===== src/rtl/sd_dat_rx_1bit.sv =====
// Card-side SDIO write-block receiver on DAT0 (1-bit mode): deserialises one block,
// checks CRC16 and end bit, then returns the CRC status token and busy on DAT0.
module sd_dat_rx_1bit #(
  parameter int LEN_BITS = 10
) (
  input  logic                clock,
  input  logic                reset_n,
  input  logic                start,
  input  logic [LEN_BITS-1:0] block_len,
  input  logic                abort,
  input  logic                busy_in,
  input  logic                dat_in,
  output logic                dat_out,
  output logic                dat_oe,
  output logic [7:0]          data_out,
  output logic                data_valid,
  output logic                done,
  output logic                crc_ok,
  output logic                active,
  output logic [3:0]          dbg_state
);

  localparam int CW = LEN_BITS + 3;

  typedef enum logic [3:0] {
    S_IDLE, S_WAIT_START, S_DATA, S_CRC, S_END, S_GAP, S_TOKEN, S_BUSY, S_RELEASE
  } state_t;

  state_t              state_q, state_d;
  logic [LEN_BITS-1:0] len_q, len_d;
  logic [CW-1:0]       bit_cnt_q, bit_cnt_d;
  logic [3:0]          cnt_q, cnt_d;
  logic [6:0]          shift_q, shift_d;
  logic [15:0]         crc_calc_q, crc_calc_d;
  logic [15:0]         crc_rx_q, crc_rx_d;
  logic [2:0]          status_q, status_d;
  logic                dat_out_q, dat_out_d;
  logic                dat_oe_q, dat_oe_d;
  logic [7:0]          data_out_q, data_out_d;
  logic                data_valid_q, data_valid_d;
  logic                done_q, done_d;
  logic                crc_ok_q, crc_ok_d;

  logic                crc_x;
  logic [15:0]         crc_step;
  logic [CW-1:0]       last_bit;
  logic                blk_good;

  assign crc_x    = dat_in ^ crc_calc_q[15];
  assign crc_step = {crc_calc_q[14:0], crc_x} ^ (crc_x ? 16'h1020 : 16'h0000);
  assign last_bit = {len_q - LEN_BITS'(1), 3'b111};
  assign blk_good = (crc_rx_q == crc_calc_q) && dat_in;

  // data_valid is a 1-cycle strobe with no back-pressure: the consumer must take
  // data_out in the cycle data_valid is high, as the next byte overwrites it.
  always_comb begin
    state_d      = state_q;
    len_d        = len_q;
    bit_cnt_d    = bit_cnt_q;
    cnt_d        = cnt_q;
    shift_d      = shift_q;
    crc_calc_d   = crc_calc_q;
    crc_rx_d     = crc_rx_q;
    status_d     = status_q;
    data_out_d   = data_out_q;
    data_valid_d = 1'b0;
    crc_ok_d     = crc_ok_q;
    if (abort) begin
      state_d = S_IDLE;
    end else begin
      case (state_q)
        S_IDLE: begin
          if (start && (block_len != '0)) begin
            state_d    = S_WAIT_START;
            len_d      = block_len;
            crc_calc_d = 16'h0000;
            bit_cnt_d  = '0;
            cnt_d      = 4'd0;
            crc_ok_d   = 1'b0;
          end
        end
        S_WAIT_START: if (!dat_in) state_d = S_DATA;
        S_DATA: begin
          shift_d    = {shift_q[5:0], dat_in};
          crc_calc_d = crc_step;
          bit_cnt_d  = bit_cnt_q + CW'(1);
          if (bit_cnt_q[2:0] == 3'd7) begin
            data_out_d   = {shift_q, dat_in};
            data_valid_d = 1'b1;
          end
          if (bit_cnt_q == last_bit) begin
            state_d = S_CRC;
            cnt_d   = 4'd0;
          end
        end
        S_CRC: begin
          crc_rx_d = {crc_rx_q[14:0], dat_in};
          cnt_d    = cnt_q + 4'd1;
          if (cnt_q == 4'd15) state_d = S_END;
        end
        S_END: begin
          status_d = blk_good ? 3'b010 : 3'b101;
          crc_ok_d = blk_good;
          cnt_d    = 4'd0;
          state_d  = S_GAP;
        end
        S_GAP: begin
          cnt_d = cnt_q + 4'd1;
          if (cnt_q == 4'd1) begin
            state_d = S_TOKEN;
            cnt_d   = 4'd0;
          end
        end
        S_TOKEN: begin
          cnt_d = cnt_q + 4'd1;
          if (cnt_q == 4'd4) state_d = (status_q == 3'b010) ? S_BUSY : S_IDLE;
        end
        S_BUSY:    if (!busy_in) state_d = S_RELEASE;
        S_RELEASE: state_d = S_IDLE;
        default:   state_d = S_IDLE;
      endcase
    end

    // Pad outputs are derived from the next state so they line up with it once registered.
    dat_oe_d  = (state_d == S_TOKEN) || (state_d == S_BUSY) || (state_d == S_RELEASE);
    dat_out_d = 1'b1;
    if (state_d == S_TOKEN) begin
      case (cnt_d)
        4'd0:    dat_out_d = 1'b0;
        4'd1:    dat_out_d = status_d[2];
        4'd2:    dat_out_d = status_d[1];
        4'd3:    dat_out_d = status_d[0];
        default: dat_out_d = 1'b1;
      endcase
    end else if (state_d == S_BUSY) begin
      dat_out_d = 1'b0;
    end
    done_d = (state_d == S_RELEASE) ||
             ((state_d == S_TOKEN) && (cnt_d == 4'd4) && (status_d != 3'b010));
  end

  always_ff @(posedge clock or negedge reset_n) begin
    if (!reset_n) begin
      state_q      <= S_IDLE;
      len_q        <= '0;
      bit_cnt_q    <= '0;
      cnt_q        <= 4'd0;
      shift_q      <= 7'd0;
      crc_calc_q   <= 16'h0000;
      crc_rx_q     <= 16'h0000;
      status_q     <= 3'b101;
      dat_out_q    <= 1'b1;
      dat_oe_q     <= 1'b0;
      data_out_q   <= 8'h00;
      data_valid_q <= 1'b0;
      done_q       <= 1'b0;
      crc_ok_q     <= 1'b0;
    end else begin
      state_q      <= state_d;
      len_q        <= len_d;
      bit_cnt_q    <= bit_cnt_d;
      cnt_q        <= cnt_d;
      shift_q      <= shift_d;
      crc_calc_q   <= crc_calc_d;
      crc_rx_q     <= crc_rx_d;
      status_q     <= status_d;
      dat_out_q    <= dat_out_d;
      dat_oe_q     <= dat_oe_d;
      data_out_q   <= data_out_d;
      data_valid_q <= data_valid_d;
      done_q       <= done_d;
      crc_ok_q     <= crc_ok_d;
    end
  end

  assign dat_out    = dat_out_q;
  assign dat_oe     = dat_oe_q;
  assign data_out   = data_out_q;
  assign data_valid = data_valid_q;
  assign done       = done_q;
  assign crc_ok     = crc_ok_q;
  assign active     = (state_q != S_IDLE);
  assign dbg_state  = state_q;

endmodule


===== config.mk =====
export PLATFORM = sky130hd
export DESIGN_NAME = sd_dat_rx_1bit
export DESIGN_NICKNAME = d
export VERILOG_FILES = /design/src/rtl/sd_dat_rx_1bit.sv
export SDC_FILE = /design/constraint.sdc
export NUM_CORES = 1
export LEC_CHECK = 0
export BUFFER_PORTS_ARGS = -buffer_cell sky130_fd_sc_hd__buf_2
export CORE_MARGIN = 4
export CORE_UTILIZATION = 40
export DETAILED_ROUTE_END_ITERATION = 10
export SKIP_LAST_GASP = 1
export SYNTH_ARGS = -nofsm -noshare
export SYNTH_HDL_FRONTEND = slang
export SYNTH_SLANG_ARGS = --single-unit
export TNS_END_PERCENT = 10

===== constraint.sdc =====
create_clock -name clock -period 3.5 [get_ports clock]
set_input_delay 0 -clock clock [delete_from_list [all_inputs] [get_ports clock]]
set_output_delay 0 -clock clock [all_outputs]
set_load 0.05 [all_outputs]

Word level (Yosys, flattened, before mapping)
Index checks and enable logic that the tools add are counted.

Bits in registers: 86. Output and inout bits: 18.

Add/sub/neg operators: 3. Equality and inequality tests: 23. Muxes and demuxes: 31. Bitwise gates (word level): 3. Reduce and logical (&&, ||, !) cells: 20.

Operators by type and width (number): $mux W4 (12); $eq A4 B3 Y1 const B (8); $pmux W16 S2 (1); $pmux W4 S8 (1); $mux W13 (2); $pmux W13 S2 (1); $pmux W4 S5 (1); $eq A16 B16 Y1 (1); $eq A4 B2 Y1 const B (4); $mux W16 (1); $xor A16 B13 Y16 (1); $add A13 B1 Y13 const B (1); $eq A13 B13 Y1 (1); $eq A4 B1 Y1 const B (3); $mux W3 (4); $reduce_and A3 Y1 (4); $reduce_bool A10 Y1 (1); $sub A10 B1 Y10 const B (1); $eq A4 B4 Y1 const B (2); $logic_not A4 Y1 (2); $mux W1 (6); $add A4 B1 Y4 const B (1); $logic_and A1 B1 Y1 (4); $pmux W1 S4 (1); 12 further kinds (16).

Longest topological paths before layout
Gate-level depths: netlist of the first run.

Depth in word-level cells: 9. Depth in mapped cells: 11.

Worst setup path after synthesis of the first run
OpenSTA, ideal clock, no wires.

Path type: flip-flop to flip-flop. From: register cnt_q[1]. To: register done_q, in the netlist done. Arrival time: 2690 ps. Data required time: 3408 ps. Setup slack: 718 ps. Cell stages (with the launch flop): 11. Buffers on the path: 0. Period minus slack after synthesis: 2782 ps. Path through: dfrtp_1 inv_1 ha_1 or3b_2 a22oi_1 nor3_1 or3_1 o21ai_2 inv_2 or4_1 o31ai_2.

Longest elaborated chain between the ends: 8.

Ends and longest elaborated chain: from (decl) (RTL line 32) `logic [3:0] cnt_q, cnt_d;`; from (signal assigned) (RTL line 162) `cnt_q <= cnt_d;`; $add A4 B1 Y4 / $eq A4 B1 Y1 (equally long branches); $mux W4 (RTL line 109) `if (cnt_q == 4'd1) begin`; $pmux W4 S5 (RTL line 71) `case (state_q)`; $mux W4 * (RTL line 68) `if (abort) begin`; net cnt_d[1] (RTL line 32); $eq A4 B3 Y1 * (RTL line 139) `((state_d == S_TOKEN) && (cnt_d == 4'd4) && (status_d != 3'b010));`; $logic_and A1 B1 Y1 * (2 in a row) (RTL line 139); $logic_or A1 B1 Y1 * (RTL line 138) `done_d = (state_d == S_RELEASE) ||`; net done_d (RTL line 41) `logic done_q, done_d;`; to (signal assigned) (RTL line 171) `done_q <= done_d;`; to (decl) (RTL line 41).

The timed path passes the listed nets; every way through them passes the cells marked *. A chain may end at the register's enable or synchronous reset.

Final worst setup path of the first run
Ends and elaborated chain as after synthesis.

==> summary.txt, run 1 <==
STA
  • Fin Hold WS: 0.0143 ns
  • Sum Neg Setup Slack: 0 ns
  • Slew HR: 44.4%
  • RSZ-0062 raised after global routing: false
  • Final setup fails: 0
  • Tmin final: 3.04 ns
  • Final slew viol count: 0
  • Final Hold Vio Count: 0
  • Worst clock skew: 0.0137 ns
  • Final period util: 86.9%
  • Slew at the pin closest to its max-slew limit: 0.830 ns
  • Max Clock Freq: 329 MHz

Cells and area
  • Nets@finish: 499
  • Final instance area: 4950 sq um
  • Fraction of layout cells with a size suffix above 1: 20.3%
  • P&R area growth vs syn: 14.3%
  • Inserted Diodes: 0

Worst setup path
  • Cells on worst reg2reg path: 10
  • Crit path cell chain: inv_1 -> ha_1 -> or3b_2 -> a22oi_1 -> nor3_1 -> or3_1 -> o21ai_2 -> inv_2 -> or4_1 -> o31ai_2
  • Max incr delay on CP: 0.51 ns
  • Crit end category: flop
  • Critical path arrival: 3.31 ns
  • Slowest CP cell: or4_1
  • Crit. path cell count: 10
  • Max Fanout on Critical Path: 6
  • Bufs and invs on worst path: 2
  • Crit path max-delay family: simple AND/OR/NAND/NOR gates
  • CP required: 3.77 ns
  • Startpoint types: flop
  • CP Class: reg -> reg

Clock network
  • H-tree depth: 3
  • Clock Latency Late Sink: 0.36 ns
  • Sink Count: 86
  • Root Buffer: clkbuf_8
  • Clock-pin slew on the worst setup and hold paths: 0.09 ns
  • CTS tree: built
  • Post-CTS setup buffer count: 0
  • Num CTS Buffers: 9
  • Max Buffers Root-to-Sink: 2

Die
  • Core ar.: 10400 sq um
  • Initial Util: 41.6%
  • Die height: 112 um
  • Die area: 12600 sq um
  • I/O pin count: 34
  • Chip width: 112 um
  • Placement Rows: 37

Job
  • Max Cap Viol: 0

Routing
  • 1st-iter DRT viols: 146
  • DR WL/cell: 15.6 um
  • Via Count: 3344
  • Via/cell ratio: 5.41
  • Remaining antenna violation count: 0
  • Detailed Routing Iterations Pass 1: 4
  • Residual DRC count: 0
  • WL final: 9650 um

Global routing
  • First-pass GRT wire length: 16300 um
  • Number of global-route vias before repair: 3374
  • GR Util All Layers: 15.8%
  • Largest net degree at the start of global routing: 54
  • Grt ovf: 0
  • Initial antenna violation count: 0

Logic synthesis
  • Flops & latches, synth: 86
  • Post-synth EDFFs: 0
  • Async SR Flop Fraction: 100%
  • Synth Flop Type: dfrtp_1
  • Top cell type's share of synthesized area: 47.9%
  • Total of warnings raised by yosys: 0
  • Synth Net Count: 453
  • Syn_area_per_cell: 10.1 sq um
  • Synth top area cells: dfrtp_1 48%, mux2_2 8.6%, nand2_1 6.5%
  • Count of cell types in the netlist: 52
  • Seq/Total Area, Yosys: 49.8%
  • Leading area contributor after synthesis: dfrtp_1
  • Mapped Area: 4330 sq um
  • Synth Instances: 431

Power
  • LEAKAGE: 2.30 nW
  • Power density cells: 415 nW/um^2
  • Worst VDD drop: 215 uV

Placement
  • Post-place instance area: 4650 sq um
  • GP Congestion: 0.930
  • PortBufs: 33
  • Post-DP HPWL: 6660 um

Min path
  • Hold Path Class: in -> reg
  • Hold path depth: 4

Outcome
  • Outcome: complete, no violations
==> logic make-up (layout without fill, tap and decap cells) <==
family | Yosys count | count (layout) | share of synthesized area [%]
buffers and inverters | 29 | 80 | 2.63
and+or+nand+nor | 170 | 170 | 19.5
adders and majority gates | 6 | 6 | 1.73
DFF | 86 | 86 | 49.8
xor gates and xnor gates | 36 | 36 | 7.28
muxes | 34 | 34 | 8.81
AOI/OAI and AO/OA | 70 | 70 | 10.3
==> path summary, 6_finish.rpt <==
kind	startpoint	end	slack, ns
max	cnt_q[1]	done	0.46
min	busy_in	dbg_state[3]	0.01
max reg2reg	cnt_q[1]	done	0.46
min reg2reg	shift_q[6]	shift_q[6]	0.48
max in group asynchronous	reset_n	len_q[2]	2.36
min in group asynchronous	reset_n	crc_rx_q[3]	0.22
==> per-stage QoR <==
stage / std cells / utilization (%) / setup slack, ns / total power, W
after floorplan: 431 / - / 0.718 / 0.00133
after global placement: 589 / 44.6 / 0.387 / 0.00142
after global routing: 618 / 47.5 / 0.246 / 0.00216
after detailed placement: 589 / 44.6 / 0.205 / 0.00143
final: 618 / 47.5 / 0.459 / 0.00205
after CTS: 618 / 47.5 / 0.150 / 0.00207
==> layout make-up <==
cell class | instances | area [sq um]
Clock buffer | 11 | 131
Clock inverter | 5 | 36.3
Fill cell | 997 | 5460
Inverter | 13 | 48.8
Multi-Input combinational cell | 316 | 2070
Sequential cell | 86 | 2160
Tap cell | 136 | 170
Timing Repair Buffer | 51 | 335
==> per-layer routing <==
| layer | part of all wire [%] | vias to the layer above | track usage [%] |
|---|---|---|---|
| met2 | 46 | 78 | 24.4 |
| met1 | 48 | 1645 | 21.7 |
| met5 | 0 | - | 0 |
| met3 | 4.9 | 13 | 3.23 |
| li1 | - | 1608 | - |
| met4 | 1.4 | 0 | 6.49 |
==> worst reg2reg max path, cell delays in order (launching register included) <==
cell and delay [ns]:
dfrtp_1 0.40, inv_1 0.10, ha_1 0.15, or3b_2 0.47, a22oi_1 0.43, nor3_1 0.11, or3_1 0.34, o21ai_2 0.19
inv_2 0.06, or4_1 0.51, o31ai_2 0.21
==> power by group <==
group	switching [W]	internal, W
registers	0.0000765	0.00105
clock network	0.000368	0.000260
logic	0.000168	0.000128
total	0.000612	0.00144
==> cell usage after synthesis, types with 7 or more instances <==
library cell and count:
o21ai_0 31, inv_1 12, nor3_1 11, xnor2_1 18, xor2_1 18, nand2_1 75, nand3_1 7, nor4_1 10
nor2_1 16, mux2_2 33, dfrtp_1 83, nand4_1 12, clkbuf_1 14, a21oi_1 7
==> placed cells by master (no fill, tap or decap), types with 4 or more instances in the layout <==
cell / instances
a21oi_1: 7
and3_1: 5
buf_2: 32
buf_4: 6
clkbuf_8: 9
dfrtp_1: 83
dlygate4sd3_1: 13
ha_1: 6
inv_1: 12
mux2_2: 33
nand2_1: 75
nand2b_1: 4
nand3_1: 7
nand3b_1: 4
nand4_1: 12
nor2_1: 16
nor2b_1: 4
nor3_1: 11
nor3b_1: 4
nor4_1: 10
o21a_1: 4
o21ai_0: 31
o31a_1: 4
o31ai_1: 5
or3_1: 5
xnor2_1: 18
xor2_1: 18
==> registers in the layout, indices dropped and copies added, names as in the netlist <==
| register | count |
|---|---|
| data_out | 8 |
| bit_cnt_q | 13 |
| dat_oe | 1 |
| status_q | 3 |
| done | 1 |
| cnt_q | 4 |
| shift_q | 7 |
| dbg_state | 4 |
| dat_out | 1 |
| crc_rx_q | 16 |
| data_valid | 1 |
| crc_ok | 1 |
| len_q | 10 |
| crc_calc_q | 16 |
==> timing repair <==
action / 4_1_cts / 5_1_grt
endpoints found under the setup margin: 0 / 2
hold buffers: 13 / 0
resized for setup: 0 / 1
endpoints found under the hold margin: 61 / 0
Note: power is estimated with default switching activity, not from simulation.
==> inputs of run 2 (changes only) <==
--- a/config.mk
+++ b/config.mk
@@ -9,6 +9,7 @@
 export CORE_MARGIN = 4
 export CORE_UTILIZATION = 40
 export DETAILED_ROUTE_END_ITERATION = 10
+export MAX_ROUTING_LAYER = met4
 export SKIP_LAST_GASP = 1
 export SYNTH_ARGS = -nofsm -noshare
 export SYNTH_HDL_FRONTEND = slang
==> summary.txt, run 2 (synthesis gave the netlist of run 1 again) <==
Clock network
  • Post-CTS setup buffer count: 0 (unchanged)
  • H-tree depth: 3 (unchanged)
  • Num CTS Buffers: 9 (unchanged)
  • Max Buffers Root-to-Sink: 2 (unchanged)
  • Clock-pin slew on the worst setup and hold paths: 0.09 ns (about the same)
  • CTS tree: built
  • Sink Count: 86 (unchanged)
  • Root Buffer: clkbuf_8
  • Clock Latency Late Sink: 0.35 ns (about the same)

Placement
  • Post-place instance area: 4650 sq um (unchanged)
  • PortBufs: 33 (unchanged)
  • Post-DP HPWL: 6480 um (-2.7%)
  • GP Congestion: 0.874 (-6.0%)

STA
  • Final slew viol count: 0 (unchanged)
  • Final period util: 84.6% (-2.3 points)
  • Final Hold Vio Count: 0 (unchanged)
  • Worst clock skew: 0.0158 ns (+0.00207 ns)
  • Tmin final: 2.96 ns (-0.0812 ns)
  • Sum Neg Setup Slack: 0 ns (unchanged)
  • Fin Hold WS: 0.0308 ns (+0.0165 ns)
  • Slew HR: 27.4% (-17 points)
  • Final setup fails: 0 (unchanged)
  • Slew at the pin closest to its max-slew limit: 1.09 ns (+0.258 ns)
  • Max Clock Freq: 338 MHz (+2.7%)
  • RSZ-0062 raised after global routing: false

Routing
  • Via/cell ratio: 5.30 (-2.0%)
  • Detailed Routing Iterations Pass 1: 4 (unchanged)
  • DR WL/cell: 15.3 um (-2.1%)
  • Remaining antenna violation count: 0 (unchanged)
  • 1st-iter DRT viols: 176 (+21%)
  • Residual DRC count: 0 (unchanged)
  • WL final: 9450 um (-2.1%)
  • Via Count: 3278 (-2.0%)

Cells and area
  • Final instance area: 4980 sq um (+0.66%)
  • Fraction of layout cells with a size suffix above 1: 20.3% (unchanged)
  • Most frequent cells in the layout: 83 x dfrtp_1, 75 x nand2_1, 33 x mux2_2
  • Inserted Diodes: 0 (unchanged)
  • FILL cells: 988 (-0.90%)
  • Largest regs: crc_calc_q: 16 flops, crc_rx_q: 16 flops, bit_cnt_q: 13 flops
  • P&R area growth vs syn: 15.0%
  • Most common cell after layout, fill and taps aside: dfrtp_1
  • Nets@finish: 499 (unchanged)

Worst setup path
  • Slowest CP cell: nor4b_2
  • Startpoint types: flop
  • CP required: 3.76 ns (about the same)
  • Max Fanout on Critical Path: 5 (-1)
  • Max incr delay on CP: 0.60 ns (+0.09 ns)
  • Most used cell, CP: inv_1
  • Crit end category: flop
  • CP Class: reg -> reg
  • Critical path arrival: 3.22 ns (-0.09 ns)
  • Cells on worst reg2reg path: 10 (unchanged)
  • Crit path cell chain: inv_1 -> ha_1 -> nor2b_1 -> a221oi_1 -> nor4b_2 -> nor3_1 -> a21oi_1 -> inv_1 -> or4_1 -> o31ai_2

Global routing
  • Grt ovf: 0 (unchanged)
  • Largest net degree at the start of global routing: 87 (+61%)
  • GR Util All Layers: 16.2% (+0.43 points)
  • Initial antenna violation count: 0 (unchanged)
  • Number of global-route vias before repair: 3188 (-5.5%)
  • First-pass GRT wire length: 16200 um (-0.89%)

Die
  • Die area: 12600 sq um (unchanged)
  • Chip width: 112 um (unchanged)
  • I/O pin count: 34 (unchanged)
  • Core ar.: 10400 sq um (unchanged)
  • Initial Util: 41.6% (unchanged)
  • Die height: 112 um (unchanged)
  • Placement Rows: 37 (unchanged)

Power
  • Power density cells: 428 nW/um^2 (+3.1%)
  • Worst VDD drop: 278 uV (+29%)
  • LEAKAGE: 2.31 nW (+0.41%)

Outcome
  • Outcome: complete, no violations

Job
  • Max Cap Viol: 0 (unchanged)

Min path
  • Hold path depth: 4 (unchanged)
  • Hold Path Class: in -> reg
-- run 2: cell count changes in the layout (fill, tap and decap cells not counted) --
cell | before | now
clkinv_2 | 2 | 0
inv_6 | 0 | 1
bufinv_16 | 0 | 1
clkinv_4 | 3 | 1
clkinvlp_4 | 0 | 1
clkbuf_8 | 9 | 10
-- run 2: stage by stage --
step	instances	total power (W)	utilization [%]	worst slack, ns
detailed placement	589	0.00143	44.6	0.220
CTS	618	0.00217	47.8	0.216
global route	618	0.00226	47.9	0.337
finish	618	0.00213	47.9	0.540
floorplan	431	0.00133	-	0.718
global placement	589	0.00142	44.6	0.359
-- run 2: final timing paths --
kind	start	to	slack, ns
max	len_q[0]	done	0.54
min	busy_in	dbg_state[3]	0.03
max reg2reg	len_q[0]	done	0.54
min reg2reg	shift_q[6]	shift_q[6]	0.48
max in group asynchronous	reset_n	len_q[2]	2.42
min in group asynchronous	reset_n	crc_rx_q[3]	0.38
-- run 2: cell type report --
cell class                      instances  area [sq um]  area share (%)
Clock inverter                          4          55.1            1.10
Inverter                               13          48.8           0.979
Tap cell                              136           170            3.41
Clock buffer                           12           145            2.91
Multi-Input combinational cell        316          2070            41.6
Sequential cell                        86          2160            43.2
Timing Repair Buffer                   51           335            6.73
-- run 2: what timing repair did --
action / 4_1_cts / 5_1_grt
setup endpoints to repair: 0 / 1
endpoints found under the hold margin: 95 / 0
hold buffers: 13 / 0
resized for setup: 0 / 1
-- run 2: where the power goes --
part	internal [W]	switching [W]
sequential	0.00105	0.0000756
clock	0.000354	0.000356
combinational	0.000128	0.000165
total	0.00154	0.000597
-- run 2: routing by layer --
layer / GRT usage (%) / vias to the layer above / routed length (um) / share of wire (%)
li1: - / 1610 / - / -
met5: - / - / 0 / 0
met4: 4.17 / 0 / 127 / 1.3
met3: 3.50 / 12 / 416 / 4.4
met1: 23.1 / 1585 / 4730 / 50
met2: 23.6 / 71 / 4180 / 44
-- run 2: critical path: cells and delay by family (launching register included) --
family          cells  cell delay [ns]
compound gates      3             0.52
fa+ha+maj           1             0.25
buf+inv             2             0.20
flops               1             0.43
simple gates        4             1.48
